==> src/rtl/jtframe_led_pkg.sv <==
// jtframe_led_pkg: shared definitions for the LED output stage.
//   - JTFRAME_FS(lvbl, lvbl_d): frame-strobe expression. It is true on the
//     first clock where LVBL is low after being high. Other frame-timed
//     jtframe blocks use it too.
//   - PASS/ON/OFF/GAP: state encoding of the blink-code sequencer.
//   - FCNT_W: width of the frame counter.
`ifndef JTFRAME_FS
`define JTFRAME_FS(lvbl, lvbl_d) (!(lvbl) && (lvbl_d))
`endif

package jtframe_led_pkg;

   localparam logic [1:0] PASS = 2'd0;
   localparam logic [1:0] ON   = 2'd1;
   localparam logic [1:0] OFF  = 2'd2;
   localparam logic [1:0] GAP  = 2'd3;

   localparam int FCNT_W = 8;

   typedef enum logic [1:0] {
      ST_PASS = PASS,
      ST_ON   = ON,
      ST_OFF  = OFF,
      ST_GAP  = GAP
   } led_state_e;

endpackage

==> src/rtl/jtframe_led_pwm.sv <==
// jtframe_led_pwm: PWM dimmer for the pass-through LED path.
// The macro JTFRAME_LED_BREATH_EN changes the duty source. When it is
// defined, an internal triangle ramp sets the duty: it steps once per frame
// strobe and restarts from 0 whenever en is low. When it is undefined,
// duty_in is used directly.
// Ports:
//   clk, rst_n  clock, asynchronous active-low reset
//   fs          one-cycle frame strobe (used only by the breath ramp)
//   duty_in     static duty; 0 = off, all-ones = fully on
//   en          PWM output enable (pass-through state with LED requested)
//   pwm_on      combinational PWM level, already gated by en
module jtframe_led_pwm #(
   parameter int PWMW = 4
) (
   input  logic            clk,
   input  logic            rst_n,
   input  logic            fs,
   input  logic [PWMW-1:0] duty_in,
   input  logic            en,
   output logic            pwm_on
);

   logic [PWMW-1:0] cnt_q;
   logic [PWMW-1:0] duty;

   // Free-running counter. A brightness change applies on the next clock,
   // with no sync to the PWM period.
   always_ff @(posedge clk or negedge rst_n) begin
      if (!rst_n) cnt_q <= '0;
      else        cnt_q <= cnt_q + 1'b1;
   end

`ifdef JTFRAME_LED_BREATH_EN
   logic [PWMW-1:0] ramp_q;
   logic            down_q;
   logic            unused_duty;

   assign unused_duty = ^duty_in;

   // Triangle ramp: it climbs to all-ones, then steps back down to 0 and
   // repeats. It is held at 0 while the LED is not lit in pass-through.
   always_ff @(posedge clk or negedge rst_n) begin
      if (!rst_n) begin
         ramp_q <= '0;
         down_q <= 1'b0;
      end else if (!en) begin
         ramp_q <= '0;
         down_q <= 1'b0;
      end else if (fs) begin
         if (!down_q) begin
            if (ramp_q == '1) begin
               down_q <= 1'b1;
               ramp_q <= ramp_q - 1'b1;
            end else begin
               ramp_q <= ramp_q + 1'b1;
            end
         end else begin
            if (ramp_q == '0) begin
               down_q <= 1'b0;
               ramp_q <= ramp_q + 1'b1;
            end else begin
               ramp_q <= ramp_q - 1'b1;
            end
         end
      end
   end

   assign duty = ramp_q;
`else
   logic unused_fs;

   assign unused_fs = fs;
   assign duty      = duty_in;
`endif

   // A strict compare would never reach 100 % duty, so all-ones is special-cased.
   assign pwm_on = en & ((duty == '1) | (cnt_q < duty));

endmodule

==> src/rtl/jtframe_led_blink.sv <==
// jtframe_led_blink: physical LED driver.
// It normally passes led_in through a PWM dimmer. On request it plays a
// blink code: N long flashes, then a dark gap. All durations are counted in
// video frames. A frame starts on the falling edge of LVBL.
// Optional feature macro: JTFRAME_LED_BREATH_EN (breathing duty in
// pass-through, implemented in jtframe_led_pwm).
// Ports:
//   clk, rst_n  clock, asynchronous active-low reset
//   LVBL        vertical blank, active low
//   led_in      upstream LED request
//   brightness  pass-through PWM duty
//   code        number of flashes (0 = no-op)
//   code_vld    code request valid
//   code_rdy    block can accept a code
//   busy        code sequence in progress
//   led_out     registered pin drive, XOR POL
//   state_o     sequencer state, for debug
module jtframe_led_blink
   import jtframe_led_pkg::*;
#(
   parameter int PWMW  = 4,
   parameter int ON_F  = 8,
   parameter int OFF_F = 8,
   parameter int GAP_F = 48,
   parameter bit POL   = 1'b0
) (
   input  logic            clk,
   input  logic            rst_n,
   input  logic            LVBL,
   input  logic            led_in,
   input  logic [PWMW-1:0] brightness,
   input  logic [3:0]      code,
   input  logic            code_vld,
   output logic            code_rdy,
   output logic            busy,
   output logic            led_out,
   output logic [1:0]      state_o
);

   localparam logic [FCNT_W-1:0] ON_LAST  = FCNT_W'(ON_F - 1);
   localparam logic [FCNT_W-1:0] OFF_LAST = FCNT_W'(OFF_F - 1);
   localparam logic [FCNT_W-1:0] GAP_LAST = FCNT_W'(GAP_F - 1);

   led_state_e        state_q, state_d;
   logic [FCNT_W-1:0] fcnt_q, fcnt_d;
   logic [3:0]        rem_q, rem_d;
   logic              rdy_q, rdy_d;
   logic              led_q, led_d;
   logic              lvbl_q, fs_q;
   logic              pwm_on, pwm_en, accept;

   // Registered frame strobe: a one-cycle pulse after each LVBL falling edge.
   always_ff @(posedge clk or negedge rst_n) begin
      if (!rst_n) begin
         lvbl_q <= 1'b0;
         fs_q   <= 1'b0;
      end else begin
         lvbl_q <= LVBL;
         fs_q   <= `JTFRAME_FS(LVBL, lvbl_q);
      end
   end

   assign pwm_en = (state_q == ST_PASS) & led_in;

   jtframe_led_pwm #(.PWMW(PWMW)) u_pwm (
      .clk     (clk),
      .rst_n   (rst_n),
      .fs      (fs_q),
      .duty_in (brightness),
      .en      (pwm_en),
      .pwm_on  (pwm_on)
   );

   // Handshake: a code transfers on the clock edge where code_vld and
   // code_rdy are both high. code_rdy is high only in PASS. It drops on the
   // same edge that accepts a non-zero code, so a requester that keeps
   // code_vld high cannot start a second transfer. Outside PASS, code_vld
   // is ignored and nothing is queued.
   assign accept = code_vld & rdy_q & (state_q == ST_PASS);

   always_comb begin
      state_d = state_q;
      fcnt_d  = fcnt_q;
      rem_d   = rem_q;
      led_d   = 1'b0;
      case (state_q)
         ST_PASS: begin
            led_d = led_in & pwm_on;
            if (accept && code != 4'd0) begin
               rem_d   = code;
               fcnt_d  = '0;
               state_d = ST_ON;
            end
         end
         ST_ON: begin
            led_d = 1'b1;
            if (fs_q) begin
               if (fcnt_q == ON_LAST) begin
                  fcnt_d  = '0;
                  // rem is at least 1 here, so this cannot underflow.
                  rem_d   = rem_q - 4'd1;
                  state_d = ST_OFF;
               end else begin
                  fcnt_d = fcnt_q + 1'b1;
               end
            end
         end
         ST_OFF: begin
            if (fs_q) begin
               if (fcnt_q == OFF_LAST) begin
                  fcnt_d  = '0;
                  state_d = (rem_q != 4'd0) ? ST_ON : ST_GAP;
               end else begin
                  fcnt_d = fcnt_q + 1'b1;
               end
            end
         end
         ST_GAP: begin
            if (fs_q) begin
               if (fcnt_q == GAP_LAST) begin
                  fcnt_d  = '0;
                  state_d = ST_PASS;
               end else begin
                  fcnt_d = fcnt_q + 1'b1;
               end
            end
         end
         default: state_d = ST_PASS;
      endcase
      // Ready only while PASS is kept across this edge. On return from GAP,
      // ready rises one cycle after the state reaches PASS.
      rdy_d = (state_q == ST_PASS) && (state_d == ST_PASS);
   end

   always_ff @(posedge clk or negedge rst_n) begin
      if (!rst_n) begin
         state_q <= ST_PASS;
         fcnt_q  <= '0;
         rem_q   <= '0;
         rdy_q   <= 1'b0;
         led_q   <= POL;
      end else begin
         state_q <= state_d;
         fcnt_q  <= fcnt_d;
         rem_q   <= rem_d;
         rdy_q   <= rdy_d;
         led_q   <= led_d ^ POL;
      end
   end

   assign code_rdy = rdy_q;
   assign busy     = (state_q != ST_PASS);
   assign led_out  = led_q;
   assign state_o  = state_q;

endmodule
==> config.mk <==
export PLATFORM = sky130hd
export DESIGN_NAME = jtframe_led_blink
export DESIGN_NICKNAME = d
export VERILOG_FILES = /design/src/rtl/jtframe_led_pkg.sv /design/src/rtl/jtframe_led_pwm.sv /design/src/rtl/jtframe_led_blink.sv
export SDC_FILE = /design/constraint.sdc
export NUM_CORES = 1
export LEC_CHECK = 0
export CAP_MARGIN = 15
export CORE_UTILIZATION = 54
export CTS_CLUSTER_DIAMETER = 200
export DETAILED_ROUTE_END_ITERATION = 7
export GPL_ROUTABILITY_DRIVEN = 0
export PLACE_DENSITY = 0.87
export SETUP_SLACK_MARGIN = 0.2
export SYNTH_ARGS = -nofsm -noshare
export SYNTH_HDL_FRONTEND = slang
export SYNTH_HIERARCHICAL = 1
export SYNTH_SLANG_ARGS = --single-unit
==> constraint.sdc <==
create_clock -name clk -period 2.31 [get_ports clk]
set_clock_uncertainty 0.05 [all_clocks]
set_input_delay 0.3465 -clock clk [delete_from_list [all_inputs] [get_ports clk]]
set_output_delay 0.3465 -clock clk [all_outputs]
set_load 0.05 [all_outputs]
==> results of run 1 <==
-- synthesized netlist by cell type, drive strengths merged (2+ instances only) --
master and n:
nor2b 3, nor4 2, o21ai 11, clkbuf 2, dfrtp 22, o221ai 2
o22ai 3, and3 4, and2 3, a31oi 3, or3 2, a22o 6
nand4 2, ha 12, a21o 3, inv 9, nand3 5, nor3 3
a32oi 2, nand2 12, nor2 10, a21oi 8
-- worst max path at each step --
stage,from,end,slack (ps),depth (start not counted)
6_report,state_o[1],rem_q[3],320,7
5_1_grt,state_o[1],rem_q[3],190,7
4_1_cts,state_o[0],busy,250,4
3_5_place_dp,code[0],fcnt_q[4],100,6
3_3_place_gp,code[0],fcnt_q[6],180,5
2_1_floorplan,state_o[0],fcnt_q[5],220,8
-- power breakdown --
| part | switching, mW | internal, mW | total, mW |
|---|---|---|---|
| combinational | 0.490 | 0.314 | 0.804 |
| sequential | 0.0658 | 0.457 | 0.523 |
| clock | 0.120 | 0.175 | 0.295 |
-- cell families (layout without fill, tap and decap cells) --
| kind of cell | after synthesis | in the layout | share of synthesized area (%) |
|---|---|---|---|
| and+or+nand+nor | 54 | 54 | 22.2 |
| DFF | 22 | 22 | 38.8 |
| AOI/OAI and AO/OA | 45 | 45 | 23.5 |
| xor gates and xnor gates | 2 | 2 | 1.23 |
| buffers and inverters | 13 | 33 | 3.70 |
| adders and majority gates | 12 | 12 | 10.6 |
-- cell type report --
cell class	instances	area [um2]
Fill cell	179	772
Clock inverter	1	30.0
Sequential cell	22	553
Timing Repair Buffer	19	186
Tap cell	30	37.5
Clock buffer	3	22.5
Inverter	10	42.5
Multi-Input combinational cell	113	833
-- placed cells by master, fill, tap and decap left out, types with 3 or more instances in the layout --
cell | synthesis | routed
sky130_fd_sc_hd__clkbuf_4 | 0 | 3
sky130_fd_sc_hd__nor2_1 | 9 | 9
sky130_fd_sc_hd__a31oi_1 | 3 | 3
sky130_fd_sc_hd__nand2_1 | 12 | 12
sky130_fd_sc_hd__and3_1 | 4 | 4
sky130_fd_sc_hd__a22o_1 | 6 | 6
sky130_fd_sc_hd__ha_1 | 12 | 11
sky130_fd_sc_hd__a21oi_1 | 7 | 7
sky130_fd_sc_hd__a21o_1 | 3 | 3
sky130_fd_sc_hd__inv_1 | 9 | 9
sky130_fd_sc_hd__nor2b_1 | 3 | 3
sky130_fd_sc_hd__and2_1 | 3 | 3
sky130_fd_sc_hd__o21ai_0 | 11 | 11
sky130_fd_sc_hd__clkdlybuf4s50_1 | 0 | 16
sky130_fd_sc_hd__dfrtp_1 | 22 | 20
sky130_fd_sc_hd__nand3_1 | 5 | 5
-- registers in the layout, summed over array words and instances, names as in the netlist --
register,count
code_rdy,1
fcnt_q,8
state_o,2
fs_q,1
rem_q,4
lvbl_q,1
led_out,1
u_pwm/cnt_q,4
-- layer usage --
metal	GRT usage [%]	vias to the layer above	share of wire [%]	wire, um
met5	0	-	0	0
met3	4.31	6	6.2	192
li1	-	594	-	-
met4	9.65	0	1.5	46
met1	32.6	596	42	1320
met2	39.6	55	50	1540
-- stage by stage --
step                      instances  area, um2
after floorplan                 148       1430
after global placement          194       1640
after detailed placement        194       1640
after CTS                       198       1690
after global routing            198       1710
final                           198       1710
-- timing repair --
item / 4_1_cts / 5_1_grt
endpoints found under the setup margin: 1 / 4
pin swaps: 0 / 0
hold endpoints to repair: 0 / 0
gates cloned: 0 / 0
gates resized for setup: 3 / 2
-- worst max-delay path, stage by stage, from the launching register on --
cell and delay [ps]:
sky130_fd_sc_hd__dfrtp_2 460, sky130_fd_sc_hd__inv_1 140, sky130_fd_sc_hd__ha_1 190, sky130_fd_sc_hd__or4b_2 610
sky130_fd_sc_hd__nand2_1 90, sky130_fd_sc_hd__nor2_1 40, sky130_fd_sc_hd__a31oi_1 140, sky130_fd_sc_hd__o311ai_0 150
==> impl_results.html, run 1 <==
<table>
<tr><th>Metric</th><th>Value</th></tr>
<tr><th colspan="2">Run status</th></tr>
<tr><td>Run status</td><td>complete, no violations</td></tr>
<tr><th colspan="2">Routing</th></tr>
<tr><td>Post-route antenna net violation count</td><td>0</td></tr>
<tr><td>DR vias</td><td>1251</td></tr>
<tr><td>DRC violation count after routing</td><td>0</td></tr>
<tr><td>Iter 0 DRT Violations</td><td>~50</td></tr>
<tr><td>Number of vias per cell</td><td>~6.3</td></tr>
<tr><td>Routed wire length</td><td>3100 um</td></tr>
<tr><td>Drt pass-1 iters</td><td>4</td></tr>
<tr><td>Wirelength per Cell</td><td>~16 um</td></tr>
<tr><th colspan="2">Clock tree</th></tr>
<tr><td>Clock Sink Count</td><td>22</td></tr>
<tr><td>Clock edge transition at the registers on the reported setup and hold paths</td><td>roughly 120 ps</td></tr>
<tr><td>Post-CTS setup buffer count</td><td>0</td></tr>
<tr><td>Clock root cell</td><td>sky130_fd_sc_hd__clkbuf_4</td></tr>
<tr><td>Number of hold buffers added after CTS</td><td>0</td></tr>
<tr><td>Maximum clock insertion buffer count</td><td>2</td></tr>
<tr><td>Worst-Skew Late Latency</td><td>~310 ps</td></tr>
<tr><td>Inserted Clock Buffers</td><td>3</td></tr>
<tr><td>Maximum level of the CTS H-tree</td><td>1</td></tr>
<tr><td>Clock tree from TritonCTS</td><td>built</td></tr>
<tr><th colspan="2">Synth</th></tr>
<tr><td>Synth cell types</td><td>48</td></tr>
<tr><td>Cell area after synthesis</td><td>between 1000 and 1500 um2</td></tr>
<tr><td>Cell accounting for the most synthesized area</td><td>sky130_fd_sc_hd__dfrtp_1</td></tr>
<tr><td>Primary flip-flop cell chosen by synthesis mapping</td><td>sky130_fd_sc_hd__dfrtp_1</td></tr>
<tr><td>Share of Yosys cell area claimed by the top area cell type</td><td>38.8%</td></tr>
<tr><td>Synth Register Bits</td><td>22</td></tr>
<tr><td>Warning count from the yosys run</td><td>6</td></tr>
<tr><td>Seq/Total Area, Yosys</td><td>between 30% and 40%</td></tr>
<tr><td>Async set or reset register ratio after synthesis</td><td>100%</td></tr>
<tr><td>Number of enable-type register cells in the synthesized netlist</td><td>0</td></tr>
<tr><td>Mean instance size in the synthesized netlist</td><td>~9.6 um2</td></tr>
<tr><td>Syn Inst Count</td><td>148</td></tr>
<tr><td>Net count after synthesis</td><td>around 170</td></tr>
<tr><td>Biggest area contributors in the synthesized netlist</td><td>sky130_fd_sc_hd__dfrtp_1, sky130_fd_sc_hd__ha_1, sky130_fd_sc_hd__o21ai_0</td></tr>
<tr><th colspan="2">STA</th></tr>
<tr><td>Final setup slack of the worst path</td><td>320 ps</td></tr>
<tr><td>Post-Route Setup TNS</td><td>0 ps</td></tr>
<tr><td>Final critical-path share of the clock period</td><td>~86%</td></tr>
<tr><td>Final Hold Viols</td><td>0</td></tr>
<tr><td>Minimum clock period after layout</td><td>~2000 ps</td></tr>
<tr><td>Max Transition Viols Final</td><td>0</td></tr>
<tr><td>Relative slew margins</td><td>66.8%</td></tr>
<tr><td>Fmax</td><td>a little over 0.5 GHz</td></tr>
<tr><td>Setup repair after global routing missed its margin</td><td>yes</td></tr>
<tr><td>Setup Viol. Count Final</td><td>0</td></tr>
<tr><td>Minimum hold slack</td><td>306 ps</td></tr>
<tr><td>Tightest Pin Transition</td><td>between 400 and 500 ps</td></tr>
<tr><th colspan="2">Placed design</th></tr>
<tr><td>Number of buffers added on ports</td><td>17</td></tr>
<tr><td>Post-DP HPWL</td><td>around 2300 um</td></tr>
<tr><td>Worst setup slack after placement</td><td>roughly 100 ps</td></tr>
<tr><th colspan="2">Pwr</th></tr>
<tr><td>Static Leakage</td><td>between 0.7 and 0.8 nW</td></tr>
<tr><td>Maximum resistive drop on vdd</td><td>slightly below 0.8 mV</td></tr>
<tr><td>Power density of the placed cells</td><td>951 nW/um2</td></tr>
<tr><td>Power after layout</td><td>around 1.6 mW</td></tr>
<tr><th colspan="2">Worst setup path</th></tr>
<tr><td>Kind of capture point of the worst setup path</td><td>flip-flop</td></tr>
<tr><td>Crit path required time</td><td>about 2400 ps</td></tr>
<tr><td>Worst flop-to-flop path startpoint</td><td>state_o[1]</td></tr>
<tr><td>Reg2Reg Setup Slack</td><td>approximately 320 ps</td></tr>
<tr><td>Register-to-Register Path Depth</td><td>7</td></tr>
<tr><td>Data arrival, critical path</td><td>2120 ps</td></tr>
<tr><td>Maximum fanout encountered on the critical timing path</td><td>5</td></tr>
<tr><td>Critical path launch point type</td><td>flip-flop</td></tr>
<tr><td>FF-to-FF End</td><td>rem_q[3]</td></tr>
<tr><td>Worst setup path class</td><td>reg2reg</td></tr>
<tr><th colspan="2">Layout</th></tr>
<tr><td>Share of layout cells above drive strength 1</td><td>13.7%</td></tr>
<tr><td>NumNets Final</td><td>between 150 and 200</td></tr>
<tr><td>Area growth from synthesis to layout</td><td>20.2%</td></tr>
<tr><td># diodes</td><td>0</td></tr>
<tr><td>Final standard cell utilization of the core</td><td>roughly 70%</td></tr>
<tr><th colspan="2">Global routing</th></tr>
<tr><td>Total GRT Usage</td><td>24.7%</td></tr>
<tr><td>Antenna violations before repair</td><td>0</td></tr>
<tr><td>Overflow left after global routing</td><td>0</td></tr>
<tr><td>Largest net degree at the start of global routing</td><td>14</td></tr>
<tr><td>Global-route wire length before repair</td><td>~5000 um</td></tr>
<tr><td>Vias in the first global route</td><td>between 1000 and 1500</td></tr>
<tr><th colspan="2">Die</th></tr>
<tr><td>Top-level port count</td><td>18</td></tr>
<tr><td>Die area</td><td>2840 um2</td></tr>
<tr><td>Row cnt</td><td>18</td></tr>
<tr><td>Die extent in x</td><td>~53 um</td></tr>
<tr><td>Die H</td><td>around 53 um</td></tr>
<tr><td>Starting utilization of the core area</td><td>~57%</td></tr>
<tr><td>Core Footprint</td><td>2480 um2</td></tr>
<tr><th colspan="2">Hold path</th></tr>
<tr><td>Worst hold-check path type</td><td>in2async</td></tr>
<tr><th colspan="2">Flow run</th></tr>
<tr><td>Max-cap violations</td><td>0</td></tr>
</table>
(Power assumes the default switching activity.)
==> run 2: changes to the inputs <==
- CORE_UTILIZATION: 54 -> 62
- DONT_BUFFER_PORTS: unset -> 1
==> run 2 against run 1 <==
Routed wire length up 7.5%. Cell area shrank 8.3%. Via count shrank 0.80%. Die area shrank 12%. First-iteration DRC count rose by 9.8%. Sequential cell count did not move. Total power down 2.2%. Cell count is 8.1% lower. Maximum frequency is 0.79% lower. Non-clock buffer count decreased by 13. Worst hold slack worse by 270 ps. Critical endpoint is now fcnt_q[3]. Largest power group unchanged.
==> impl_results.html, run 2 (same netlist as run 1, synthesis figures left out) <==
<table>
<tr><th>Metric</th><th>Value</th></tr>
<tr><th colspan="2">Run status</th></tr>
<tr><td>Run status</td><td>complete, no violations</td></tr>
<tr><th colspan="2">Placed design</th></tr>
<tr><td>Post-DP HPWL</td><td>2450 um (+5.5%)</td></tr>
<tr><td>Number of buffers added on ports</td><td>0 (-17)</td></tr>
<tr><td>Placed instance area</td><td>1480 um2 (-9.7%)</td></tr>
<tr><td>DP Cell Count</td><td>176 (-9.3%)</td></tr>
<tr><th colspan="2">Global routing</th></tr>
<tr><td>Total GRT Usage</td><td>29.7% (+5.0 points)</td></tr>
<tr><td>Global-route wire length before repair</td><td>5550 um (+10%)</td></tr>
<tr><td>Vias in the first global route</td><td>1289 (+14%)</td></tr>
<tr><td>Overflow left after global routing</td><td>0 (unchanged)</td></tr>
<tr><td>Largest net degree at the start of global routing</td><td>23 (+9)</td></tr>
<tr><td>Antenna violations before repair</td><td>0 (unchanged)</td></tr>
<tr><th colspan="2">Layout</th></tr>
<tr><td>Share of layout cells above drive strength 1</td><td>16.8% (+3.1 points)</td></tr>
<tr><td>Largest register by flop count</td><td>fcnt_q</td></tr>
<tr><td>Fillers</td><td>126 (-30%)</td></tr>
<tr><td>NumNets Final</td><td>181 (-6.7%)</td></tr>
<tr><td>Finished Layout Cells</td><td>182 (-8.1%)</td></tr>
<tr><td>Footprint of the multi-input gates</td><td>832 um2 (-0.15%)</td></tr>
<tr><td># diodes</td><td>0 (unchanged)</td></tr>
<tr><td>Number of flip-flops under the largest register name</td><td>8 (unchanged)</td></tr>
<tr><td>Final standard cell utilization of the core</td><td>75.8% (+7.0 points)</td></tr>
<tr><td>Most used cells in the layout excluding fill and tap cells</td><td>sky130_fd_sc_hd__dfrtp_1, sky130_fd_sc_hd__nand2_1, sky130_fd_sc_hd__ha_1</td></tr>
<tr><td>Area growth from synthesis to layout</td><td>10.2%</td></tr>
<tr><td>Design area</td><td>1560 um2 (-8.3%)</td></tr>
<tr><td>Largest registers</td><td>fcnt_q x8, rem_q x4, u_pwm/cnt_q x4</td></tr>
<tr><td>Commonest non-fill, non-tap cell in the layout</td><td>sky130_fd_sc_hd__dfrtp_1</td></tr>
<tr><td>Sequential Area</td><td>553 um2 (unchanged)</td></tr>
<tr><th colspan="2">Die</th></tr>
<tr><td>Row cnt</td><td>16 (-2)</td></tr>
<tr><td>Die H</td><td>49.8 um (-6.4%)</td></tr>
<tr><td>Die extent in x</td><td>49.8 um (-6.4%)</td></tr>
<tr><td>Core Footprint</td><td>2060 um2 (-17%)</td></tr>
<tr><td>Starting utilization of the core area</td><td>68.8% (+12 points)</td></tr>
<tr><td>Die area</td><td>2480 um2 (-12%)</td></tr>
<tr><td>Top-level port count</td><td>18 (unchanged)</td></tr>
<tr><th colspan="2">Hold path</th></tr>
<tr><td>Cell depth of the worst min-delay path</td><td>1</td></tr>
<tr><td>Worst hold-check path type</td><td>in2reg</td></tr>
<tr><th colspan="2">Pwr</th></tr>
<tr><td>Power density of the placed cells</td><td>1010 nW/um2 (+6.7%)</td></tr>
<tr><td>Switching share of power</td><td>43.8% (+2.2 points)</td></tr>
<tr><td>Power Internal</td><td>0.892 mW (-5.8%)</td></tr>
<tr><td>Static Leakage</td><td>0.715 nW (-6.0%)</td></tr>
<tr><td>Psw</td><td>0.695 mW (+2.9%)</td></tr>
<tr><td>Clock network fraction of total power</td><td>18.8% (+0.6 points)</td></tr>
<tr><td>Part of the power in combinational logic</td><td>46.4% (-3.2 points)</td></tr>
<tr><td>Power after layout</td><td>1.59 mW (-2.2%)</td></tr>
<tr><td>Fraction of power consumed by sequential logic</td><td>34.8% (+2.6 points)</td></tr>
<tr><td>Maximum resistive drop on vdd</td><td>0.760 mV (-4.3%)</td></tr>
<tr><th colspan="2">Routing</th></tr>
<tr><td>DRC violation count after routing</td><td>0 (unchanged)</td></tr>
<tr><td>Post-route antenna net violation count</td><td>0 (unchanged)</td></tr>
<tr><td>Iter 0 DRT Violations</td><td>56 (+9.8%)</td></tr>
<tr><td>Routed wire length</td><td>3330 um (+7.5%)</td></tr>
<tr><td>Number of vias per cell</td><td>6.82 (+7.9%)</td></tr>
<tr><td>Wirelength per Cell</td><td>18.3 um (+17%)</td></tr>
<tr><td>Drt pass-1 iters</td><td>5 (+1)</td></tr>
<tr><td>DR vias</td><td>1241 (-0.80%)</td></tr>
<tr><th colspan="2">Worst setup path</th></tr>
<tr><td>Crit path required time</td><td>2520 ps (+80 ps)</td></tr>
<tr><td>Kind of capture point of the worst setup path</td><td>flip-flop</td></tr>
<tr><td>Critical path launch point type</td><td>flip-flop</td></tr>
<tr><td>Worst setup path class</td><td>reg2reg</td></tr>
<tr><td>Maximum fanout encountered on the critical timing path</td><td>8 (+3)</td></tr>
<tr><td>Data arrival, critical path</td><td>2210 ps (+90 ps)</td></tr>
<tr><td>Register-to-Register Path Depth</td><td>7 (unchanged)</td></tr>
<tr><th colspan="2">STA</th></tr>
<tr><td>Post-Route Setup TNS</td><td>0 ps (unchanged)</td></tr>
<tr><td>Minimum clock period after layout</td><td>2010 ps (+15.8 ps)</td></tr>
<tr><td>Final critical-path share of the clock period</td><td>86.8% (+0.68 points)</td></tr>
<tr><td>Tightest Pin Transition</td><td>976 ps (+480 ps)</td></tr>
<tr><td>Setup repair after global routing missed its margin</td><td>yes</td></tr>
<tr><td>Relative slew margins</td><td>34.7% (-32 points)</td></tr>
<tr><td>Final Hold Viols</td><td>0 (unchanged)</td></tr>
<tr><td>Max Transition Viols Final</td><td>0 (unchanged)</td></tr>
<tr><td>Fmax</td><td>0.499 GHz (-0.79%)</td></tr>
<tr><td>Setup Viol. Count Final</td><td>0 (unchanged)</td></tr>
<tr><th colspan="2">Clock tree</th></tr>
<tr><td>Worst-Skew Late Latency</td><td>310 ps (about the same)</td></tr>
<tr><td>Clock Sink Count</td><td>22 (unchanged)</td></tr>
<tr><td>Maximum level of the CTS H-tree</td><td>1 (unchanged)</td></tr>
<tr><td>Inserted Clock Buffers</td><td>3 (unchanged)</td></tr>
<tr><td>Maximum clock insertion buffer count</td><td>2 (unchanged)</td></tr>
<tr><td>Clock tree from TritonCTS</td><td>built</td></tr>
<tr><td>Clock edge transition at the registers on the reported setup and hold paths</td><td>130 ps (about the same)</td></tr>
<tr><td>Clock root cell</td><td>sky130_fd_sc_hd__clkbuf_4</td></tr>
<tr><th colspan="2">Flow run</th></tr>
<tr><td>Max-cap violations</td><td>0 (unchanged)</td></tr>
</table>
==> run 2: final timing paths <==
path,from,endpoint,slack (ps)
max in group asynchronous,rst_n,state_o[1],980
worst min-delay path,LVBL,fs_q,30
worst max register to register,state_o[0],fcnt_q[3],300
worst max-delay path,state_o[0],fcnt_q[3],300
worst min register to register,lvbl_q,fs_q,430
min in group asynchronous,rst_n,rem_q[3],580
==> run 2: power by group through the flow <==
stage / sequential [mW] / clock [mW] / combinational (mW)
after floorplan: 0.604 / 0 / 0.490
after global placement: 0.553 / 0 / 0.664
after detailed placement: 0.557 / 0 / 0.698
after CTS: 0.549 / 0.303 / 0.720
after global routing: 0.559 / 0.317 / 0.798
final: 0.552 / 0.298 / 0.737
==> run 2: per-layer routing <==
metal | GRT usage (%) | vias to the layer above | part of all wire (%) | wire length, um
li1 | - | 566 | - | -
met1 | 34.1 | 576 | 39 | 1290
met2 | 52.5 | 85 | 51 | 1690
met3 | 5.56 | 14 | 8.4 | 280
met4 | 14.3 | 0 | 2.2 | 72
met5 | 0 | - | 0 | 0
==> run 2: timing repair <==
item / in CTS / in global routing
endpoints found under the setup margin: 3 / 5
gates resized for setup: 1 / 3
hold buffers: 2 / 0
endpoints found under the hold margin: 23 / 0
setup buffers: 0 / 0
==> run 2: cell type report <==
cell class,count,share of cell area (%)
inverter,10,2.72
timing repair buffer,6,3.20
multi-input combinational,113,53.2
tap,27,2.16
clock inverter,1,1.92
clock buffer,3,1.44
sequential,22,35.4
==> run 2: worst max-delay path: stages (launching register included) <==
cell	delay (ps)
sky130_fd_sc_hd__dfrtp_2	410
sky130_fd_sc_hd__inv_1	80
sky130_fd_sc_hd__ha_2	260
sky130_fd_sc_hd__clkinv_4	160
sky130_fd_sc_hd__o21ai_1	140
sky130_fd_sc_hd__or3_4	460
sky130_fd_sc_hd__o21ai_0	220
sky130_fd_sc_hd__a22o_1	150
==> run 2: metrics by stage <==
step | worst slack (ps) | hold slack, ps
after floorplan | 224 | 0.909
after global placement | 310 | 1.28
after detailed placement | 254 | 1.32
after CTS | 253 | 26.2
after global routing | 196 | 9.68
final | 304 | 35.0
